File: config.mk
export PLATFORM = sky130hd
export DESIGN_NAME = fifo_ctrl8
export DESIGN_NICKNAME = d
export VERILOG_FILES = /design/src/rtl/fifo_ctrl8.sv
export SDC_FILE = /design/constraint.sdc
export NUM_CORES = 1
export LEC_CHECK = 0
export BUFFER_PORTS_ARGS = -buffer_cell sky130_fd_sc_hd__buf_2
export CAP_MARGIN = 15
export CORE_UTILIZATION = 40
export CTS_BUF_LIST = sky130_fd_sc_hd__clkbuf_4 sky130_fd_sc_hd__clkbuf_8
export DETAILED_ROUTE_END_ITERATION = 8
export PLACE_DENSITY = 0.74
export SLEW_MARGIN = 10
export SYNTH_ARGS = -nofsm -noshare
export SYNTH_HDL_FRONTEND = slang
export SYNTH_SLANG_ARGS = --single-unit
export TNS_END_PERCENT = 1
File: constraint.sdc
create_clock -name clk -period 3.9 [get_ports clk]
set_input_delay 0 -clock clk [delete_from_list [all_inputs] [get_ports clk]]
set_output_delay 0 -clock clk [all_outputs]
set_load 0.05 [all_outputs]
File: src/rtl/fifo_ctrl8.sv
// -----------------------------------------------------------------------------
// fifo_ctrl8 - control stage for an 8-entry x 32-bit register FIFO
//
// Purpose:
//   Keeps the write pointer, read pointer and occupancy count for the FIFO.
//   It drives a one-hot write-enable vector into the 8-register storage array
//   and the head index into the downstream output mux/register. It also
//   reports full/empty and registered per-request acknowledge/error status.
//   The storage array and the data path are not part of this block.
//
// Ports:
//   clk          in   1  rising-edge clock
//   reset_n      in   1  synchronous active-low reset, sampled on rising clk
//   wr_en        in   1  write request this cycle
//   rd_en        in   1  read request this cycle
//   we           out  8  one-hot write enable to storage entries (combinational)
//   rd_addr      out  3  index of the current FIFO head (registered rd_ptr)
//   re           out  1  read accepted this cycle (combinational)
//   data_count   out  4  registered occupancy, 0..8
//   full         out  1  data_count == 8
//   empty        out  1  data_count == 0
//   wr_ack       out  1  previous-cycle write accepted
//   wr_err       out  1  previous-cycle write rejected because FIFO was full
//   rd_ack       out  1  previous-cycle read accepted
//   rd_err       out  1  previous-cycle read rejected because FIFO was empty
//
// Optional feature (macro FIFO_CTRL_ALMOST_EN):
//   almost_full  out  1  data_count >= 7
//   almost_empty out  1  data_count <= 1
//   Without the macro these ports and their logic do not exist.
// -----------------------------------------------------------------------------
module fifo_ctrl8 #(
    parameter int DEPTH = 8,
    parameter int AW    = 3,
    parameter int CW    = 4
) (
    input  logic             clk,
    input  logic             reset_n,
    input  logic             wr_en,
    input  logic             rd_en,
    output logic [DEPTH-1:0] we,
    output logic [AW-1:0]    rd_addr,
    output logic             re,
    output logic [CW-1:0]    data_count,
    output logic             full,
    output logic             empty,
    output logic             wr_ack,
    output logic             wr_err,
    output logic             rd_ack,
    output logic             rd_err
`ifdef FIFO_CTRL_ALMOST_EN
    ,
    output logic             almost_full,
    output logic             almost_empty
`endif
);

    // Cycle-outcome mode, kept for debug visibility and coverage only.
    typedef enum logic [2:0] {
        INIT     = 3'd0,
        NO_OP    = 3'd1,
        WRITE    = 3'd2,
        READ     = 3'd3,
        WR_RD    = 3'd4,
        WR_ERROR = 3'd5,
        RD_ERROR = 3'd6
    } mode_t;

    localparam logic [CW-1:0] C_FULL_CNT = CW'(DEPTH);
    localparam logic [CW-1:0] C_ZERO_CNT = '0;

    // -------------------------------------------------------------------------
    // Registered state
    // -------------------------------------------------------------------------
    logic [AW-1:0] r_wr_ptr;
    logic [AW-1:0] r_rd_ptr;
    logic [CW-1:0] r_count;
    logic          r_wr_ack;
    logic          r_wr_err;
    logic          r_rd_ack;
    logic          r_rd_err;
    mode_t         r_mode;

    // -------------------------------------------------------------------------
    // Combinational terms
    // -------------------------------------------------------------------------
    logic          w_full;
    logic          w_empty;
    logic          w_wr_ok;
    logic          w_rd_ok;
    logic          w_wr_rej;
    logic          w_rd_rej;
    logic [AW-1:0] w_wr_ptr_next;
    logic [AW-1:0] w_rd_ptr_next;
    logic [CW-1:0] w_count_next;
    mode_t         w_outcome;
    mode_t         w_mode_next;

    assign w_full  = (r_count == C_FULL_CNT);
    assign w_empty = (r_count == C_ZERO_CNT);

    // Requests presented while reset is asserted are dropped, so the storage
    // array and the downstream output register never see an enable in a
    // reset cycle.
    assign w_wr_ok  = wr_en & ~w_full  & reset_n;
    assign w_rd_ok  = rd_en & ~w_empty & reset_n;
    assign w_wr_rej = wr_en & w_full;
    assign w_rd_rej = rd_en & w_empty;

    // Pointers are exactly AW bits wide, so 7 -> 0 wrap is the natural
    // modulo-8 overflow of the adder.
    assign w_wr_ptr_next = r_wr_ptr + {{(AW-1){1'b0}}, w_wr_ok};
    assign w_rd_ptr_next = r_rd_ptr + {{(AW-1){1'b0}}, w_rd_ok};

    // A simultaneous accepted read and write leaves the count unchanged.
    // Because wr_ok requires ~full and rd_ok requires ~empty, the count can
    // neither exceed DEPTH nor underflow.
    always_comb begin
        w_count_next = r_count;
        unique case ({w_wr_ok, w_rd_ok})
            2'b10:   w_count_next = r_count + CW'(1);
            2'b01:   w_count_next = r_count - CW'(1);
            default: w_count_next = r_count;
        endcase
    end

    // -------------------------------------------------------------------------
    // One-hot write enable: bit gi is set only when entry gi is the write
    // pointer and the write is accepted, so at most one bit is ever high.
    // -------------------------------------------------------------------------
    generate
        for (genvar gi = 0; gi < DEPTH; gi++) begin : g_we
            assign we[gi] = w_wr_ok & (r_wr_ptr == AW'(gi));
        end
    endgenerate

    // -------------------------------------------------------------------------
    // Pointer, count and status registers
    // -------------------------------------------------------------------------
    always_ff @(posedge clk) begin
        if (!reset_n) begin
            r_wr_ptr <= '0;
            r_rd_ptr <= '0;
            r_count  <= '0;
            r_wr_ack <= 1'b0;
            r_wr_err <= 1'b0;
            r_rd_ack <= 1'b0;
            r_rd_err <= 1'b0;
        end else begin
            r_wr_ptr <= w_wr_ptr_next;
            r_rd_ptr <= w_rd_ptr_next;
            r_count  <= w_count_next;
            r_wr_ack <= w_wr_ok;
            r_wr_err <= w_wr_rej;
            r_rd_ack <= w_rd_ok;
            r_rd_err <= w_rd_rej;
        end
    end

    // -------------------------------------------------------------------------
    // Debug mode FSM (no effect on outputs)
    // -------------------------------------------------------------------------
    always_ff @(posedge clk) begin
        if (!reset_n) begin
            r_mode <= INIT;
        end else begin
            r_mode <= w_mode_next;
        end
    end

    // Rejections take priority in the encoding so that a half-rejected
    // simultaneous request is visible as an error cycle.
    always_comb begin
        w_outcome   = NO_OP;
        w_mode_next = r_mode;
        if (w_wr_ok && w_rd_ok) begin
            w_outcome = WR_RD;
        end else if (w_wr_rej) begin
            w_outcome = WR_ERROR;
        end else if (w_rd_rej) begin
            w_outcome = RD_ERROR;
        end else if (w_wr_ok) begin
            w_outcome = WRITE;
        end else if (w_rd_ok) begin
            w_outcome = READ;
        end else begin
            w_outcome = NO_OP;
        end

        // INIT is held through idle cycles after reset so that it marks
        // "nothing has happened since reset" rather than lasting one cycle.
        unique case (r_mode)
            INIT: begin
                if (wr_en || rd_en) begin
                    w_mode_next = w_outcome;
                end else begin
                    w_mode_next = INIT;
                end
            end
            default: begin
                w_mode_next = w_outcome;
            end
        endcase
    end

    // -------------------------------------------------------------------------
    // Outputs
    // -------------------------------------------------------------------------
    assign re         = w_rd_ok;
    assign rd_addr    = r_rd_ptr;
    assign data_count = r_count;
    assign full       = w_full;
    assign empty      = w_empty;
    assign wr_ack     = r_wr_ack;
    assign wr_err     = r_wr_err;
    assign rd_ack     = r_rd_ack;
    assign rd_err     = r_rd_err;

`ifdef FIFO_CTRL_ALMOST_EN
    assign almost_full  = (r_count >= (C_FULL_CNT - CW'(1)));
    assign almost_empty = (r_count <= CW'(1));
`endif

endmodule

==> results of run 1 <==
[worst max-delay path, cell delays in order, from the launching register on]
cell and delay (ps):
dfxtp_1 410, nor4_2 430, nor2_1 180, ha_1 280, xor2_1 170, ha_1 200, a21oi_2 110, xor2_1 80
or3_1 300, a21boi_1 130
[cell usage after synthesis]
cell type	n	area, um^2
dfxtp_1	14	280.3
and2_1	7	43.79
ha_1	7	87.58
nor2_1	7	26.28
nand2_1	6	22.52
nand2b_1	4	25.02
nor3_1	4	20.02
xor2_1	4	35.03
inv_1	2	7.510
mux2i_1	2	20.02
o21ai_0	2	10.01
a21boi_1	1	7.510
a21oi_2	1	8.760
a32o_1	1	10.01
and3_1	1	6.260
buf_4	1	7.510
clkbuf_1	1	3.750
inv_2	1	3.750
nand2_2	1	6.260
nand3_2	1	10.01
nor2b_1	1	6.260
nor3_2	1	10.01
nor3b_1	1	7.510
nor4_1	1	6.260
nor4_2	1	12.51
o22ai_1	1	6.260
or3_1	1	6.260
xnor2_1	1	8.760
[cells by family after synthesis]
kind of cell,synth area share
buf+inv,0.03191
fa+ha+maj,0.1241
compound gates,0.06030
xor+xnor,0.06205
mux,0.02837
simple gates,0.2961
flops,0.3972
[per-stage QoR]
stage | utilization | setup slack [ps]
4_1_cts | 0.5595 | 1533
5_1_grt | 0.5595 | 1340
3_5_place_dp | 0.5325 | 1550
2_1_floorplan | - | 113.0
6_report | 0.5595 | 1546
3_3_place_gp | 0.5325 | 1614
[per-layer routing]
layer | GRT usage | part of all wire | vias up
met5 | 0 | 0 | -
met2 | 0.2471 | 0.44 | 31
li1 | - | - | 314
met1 | 0.1928 | 0.43 | 254
met4 | 0.07273 | 0.015 | 0
met3 | 0.08333 | 0.11 | 2
[state kept, by name, summed over array words and instances, names as in the netlist]
register / cells
data_count: 4
rd_addr: 3
wr_err: 1
wr_ack: 1
r_wr_ptr: 3
rd_err: 1
rd_ack: 1
[worst paths after layout]
| path | startpoint | end | cells past startpoint | slack, ps |
|---|---|---|---|---|
| max reg2reg | data_count[1] | data_count[2] | 9 | 1550 |
| min | reset_n | wr_err | 3 | 50 |
| max | data_count[1] | data_count[2] | 9 | 1550 |
| min reg2reg | data_count[3] | data_count[3] | 2 | 520 |
[layout make-up]
| class | instances | area, um^2 |
|---|---|---|
| fill | 148 | 694.4 |
| multi-input combinational | 57 | 402.9 |
| sequential | 14 | 280.3 |
| timing repair buffer | 27 | 145.1 |
| clock buffer | 3 | 22.52 |
| tap | 16 | 20.02 |
| inverter | 3 | 11.26 |
[power by group through the flow]
stage	registers [mW]	clock network (mW)	logic, mW
6_report	0.165	0.0778	0.116
4_1_cts	0.165	0.0827	0.117
3_3_place_gp	0.168	0	0.114
5_1_grt	0.168	0.0913	0.126
2_1_floorplan	0.194	0	0.0661
3_5_place_dp	0.169	0	0.115
==> results_dict.tcl, run 1 <==
set metrics [dict create \
    grt_antenna_before_repair 0 \
    synth_area_um2 705.7 \
    grt_pass1_wl_mm 2.242 \
    drt_wl_total_mm 1.282 \
    p_sw_mw 0.1360 \
    die_area_um2 1936 \
    violations "design-rule violations" \
    drt-initial-drc-count 12 \
    ys_seq_area_frac 0.3972 \
    yosysWarnings 0 \
    slew_headroom 0.7431 \
    first_pass_iters 6 \
    dp_cells 115 \
    rsz0062_at_grt "no" \
    die_w_um 44 \
    start_util 0.4476 \
    drc 3 \
    nNetsFinal 117 \
    netlist-cell-type-count 28 \
    synth_fp_nets 87 \
    path_clk_slew_ps 80 \
    placed_area_um2 839.6 \
    cts_buffer_depth 2 \
    tns_ps 0 \
    cts_resized 0 \
    core_um2 1577 \
    gp_congestion 0.8269 \
    p_seq_frac 0.460 \
    slew_viol_final 0 \
    ys_ff_latch 14 \
    status "complete, but fails checks" \
    hold_ws_ps 53.64 \
    cp.arrival_ps 2560 \
    tightest_slew_ps 382.2 \
    cts_hold_buf 2 \
    grt_pass1_vias 524 \
    ir_drop_mv 0.2895 \
    leakage_nw 0.4790 \
    cts_sinks 14 \
    pwr-share-comb 0.323 \
    syn_avg_cell_area_um2 9.285 \
    grt_usage 0.1634 \
    max-cap-violations 0 \
    overflow 0 \
    root_buffer "clkbuf_4" \
    clock_latency_ps 270 \
    grt_max_degree 16 \
    end_kind "flip-flop" \
    vias 601 \
    area_growth_pct 25.00 \
    vias_per_cell 5.008 \
    max_clock_freq_ghz 0.4248 \
    p_clk_frac 0.216 \
    synthCells 76 \
    num_rows 14 \
    htree_levels 1 \
    numCtsBuffers 3 \
    period_share 0.6036 \
    instances_no_fill 120 \
    final_antenna_net_count 0 \
    stdcell_area_um2 882.1 \
    p_sw_frac 0.3783 \
    worst_hold_path_type "in -> reg" \
    pin_count 26 \
    hold_viol_final 0 \
    cts_setup_buffers 0 \
    setup_violations 0 \
    fp.dieH_um 44 \
    antennaDiodeCount 0 \
    skew_ps 2.545 \
    final_common_cell "buf_2" \
    internal_power_mw 0.2234 \
    cp-start-kind "flip-flop" \
    cp.required_ps 4110 \
    p_total_mw 0.3594 \
    path_class "reg -> reg" \
    cts_tree "built" \
    period_needed_ps 2354 \
    final_cell_mix "buf_2, dfxtp_1, nor2_1, and2_1, ha_1" \
    drive_gt1_frac 0.3269 \
    crit_fanout 9 \
    powerDensity_nw_per_um2 407.4 \
    port_buffers 25 \
    wl_per_cell_um 10.68 \
]
Power figures use the tool's default switching activity.
==> run 2, diff against run 1 <==
Settings changed: ABC_AREA set to 1, PLACE_DENSITY 0.74 to 0.76.
Clock period 3.9 ns to 2.1 ns, I/O delays scaled along.
==> results_dict.tcl, run 2 <==
set metrics [dict create \
    cts_buffer_depth 2 \
    synth_edf_count 0 \
    synthCells 96 \
    finish.utilization 0.6170 \
    final_cell_mix "buf_2, nand2_1, inv_1" \
    drt-initial-drc-count 24 \
    nNetsFinal 141 \
    cts_sinks 14 \
    pre_cts_ws_ps -8.213 \
    largest_reg_flops 4 \
    fillers 152 \
    slowest_stage "dfxtp_4" \
    die_area_um2 1969 \
    grt_antenna_before_repair 0 \
    grt_usage 0.1868 \
    slew_headroom 0.7791 \
    die_w_um 44.38 \
    worst_hold_path_type "in -> reg" \
    final_antenna_net_count 0 \
    final_common_cell "buf_2" \
    drc 0 \
    area_growth_pct 36.93 \
    powerDensity_nw_per_um2 977.0 \
    cp-start-kind "flip-flop" \
    period_share 0.9438 \
    antennaDiodeCount 0 \
    met2_usage 0.2853 \
    cp.required_ps 2300 \
    port_buffers 25 \
    use_met1 0.2214 \
    overflow 0 \
    synth_commonest_cells "nand2_1, inv_1, nor2_1" \
    max_stage_delay_ps 370 \
    numCtsBuffers 3 \
    slew_viol_final 0 \
    end_kind "flip-flop" \
    crit_fanout 6 \
    cts_tree "built" \
    setup_violations 0 \
    core_um2 1594 \
    async_flop_share 0 \
    tightest_slew_ps 330.9 \
    syn_avg_cell_area_um2 7.481 \
    yosysTopAreaCellShare 0.3902 \
    ys_seq_area_frac 0.3902 \
    post-dp-hpwl_mm 1.199 \
    grt-busiest-layer "met2" \
    clock_latency_ps 290 \
    yosysWarnings 0 \
    hold_viol_final 0 \
    fp.dieH_um 44.38 \
    netlist-cell-type-count 14 \
    drt_wl_total_mm 1.510 \
    hold_ws_ps 19.91 \
    start_util 0.4505 \
    num_rows 14 \
    period_needed_ps 1982 \
    vias 718 \
    pin_count 26 \
    synth.area.top_cells "dfxtp_1, ha_1, nand2_1, inv_1, nor2_1" \
    path_clk_slew_ps 90 \
    cp.arrival_ps 2180 \
    largest-register "data_count" \
    path_class "reg -> reg" \
    yosysMostFrequentCell "nand2_1" \
    first_pass_iters 6 \
    max_clock_freq_ghz 0.5045 \
    drive_gt1_frac 0.3411 \
    use_met3 0.06122 \
    skew_ps 3.568 \
    vias_per_cell 4.693 \
    status "completed" \
    leakage_nw 0.5423 \
    finalWorstSetupSlack_ps 118.0 \
    ir_drop_mv 0.5641 \
    cp_top_family "simple AND/OR/NAND/NOR gates" \
    root_buffer "clkbuf_4" \
    dominantRegCellSynth "dfxtp_1" \
    synth_fp_nets 107 \
    htree_levels 1 \
    worst-path-buf-inv 2 \
    yosys.area.top_type "dfxtp_1" \
    grt_max_degree 9 \
    ys_ff_latch 14 \
    cpMostUsedCell "inv_1" \
    path_cells "or2_4 -> nor3_4 -> nor2_4 -> ha_4 -> nand2_1 -> inv_1 -> nor2_2 -> ha_2 -> a21oi_2 -> xnor2_1 -> o21ai_1 -> inv_1" \
    grt_pass1_wl_mm 2.559 \
    synth_area_um2 718.2 \
    grt_pass1_vias 595 \
    wl_per_cell_um 9.869 \
    gp_congestion 0.7849 \
    max-cap-violations 0 \
]
[run 2: cell types whose count changed in the layout (fill, tap and decap cells not counted), moves of 4 or more]
cell | before | now
and2_1 | 7 | 0
inv_1 | 2 | 16
nand2_1 | 6 | 19
nand2b_1 | 4 | 0
nor2_1 | 7 | 15
xor2_1 | 4 | 0
[run 2: through the flow]
stage / power (mW) / setup TNS (ps) / instances / cell area (um^2)
global route: 1.028 / -57.56 / 153 / 983.4
detailed placement: 0.7792 / -8.213 / 146 / 920.9
CTS: 0.9497 / 0 / 152 / 967.2
global placement: 0.7667 / 0 / 146 / 920.9
finish: 0.9608 / 0 / 153 / 983.4
floorplan: 0.6889 / -1111 / 96 / 758.2
[run 2: worst paths after layout]
| path | startpoint | to | slack [ps] | depth (start not counted) |
|---|---|---|---|---|
| worst max-delay path | data_count[0] | data_count[2] | 120 | 12 |
| worst min register to register | data_count[0] | data_count[0] | 480 | 1 |
| worst min-delay path | rd_en | rd_ack | 20 | 3 |
| worst max register to register | data_count[0] | data_count[2] | 120 | 12 |
[run 2: kinds of logic (layout without fill, tap and decap cells)]
kind of cell	count (synthesis)	count (layout)	synth area share
compound gates	8	8	0.05575
xor+xnor	4	4	0.04878
fa+ha+maj	7	7	0.1219
buf+inv	18	51	0.09407
flops	14	14	0.3902
simple gates	45	45	0.2892
[run 2: where the power goes]
group | switching (mW) | internal [mW] | total, mW
Combinational | 0.314 | 0.140 | 0.454
Sequential | 0.0394 | 0.303 | 0.343
Clock | 0.0948 | 0.0692 | 0.164
Total | 0.448 | 0.512 | 0.961
[run 2: what timing repair did]
action                                 CTS  global route
endpoints found under the hold margin    3             0
buffers inserted                         0             1
hold buffers                             2             0
gates resized for setup                  0             5
setup endpoints to repair                1             1
pin swaps                                1             1
[run 2: area by class of cell]
class	instances	area (um^2)	area share
clock buffers	3	22.52	0.02290
repair buffers	29	160.2	0.1629
multi-input cells	64	410.4	0.4173
inverters	18	67.56	0.06870
clock inverters	1	3.754	0.003817
flip-flops and latches	14	289.0	0.2939
well taps	24	30.03	0.03053
[run 2: worst register-to-register path, cell delays in order (launching register included)]
cell,delay (ps)
dfxtp_4,370
or2_4,280
nor3_4,250
nor2_4,90
ha_4,170
nand2_1,60
inv_1,60
nor2_2,110
ha_2,190
a21oi_2,40
xnor2_1,120
o21ai_1,110
inv_1,40
[run 2: metal layers]
metal / vias to the layer above / wire length [um]
li1: 365 / -
met1: 324 / 635
met2: 24 / 747
met3: 5 / 77
met4: 0 / 49
met5: - / 0
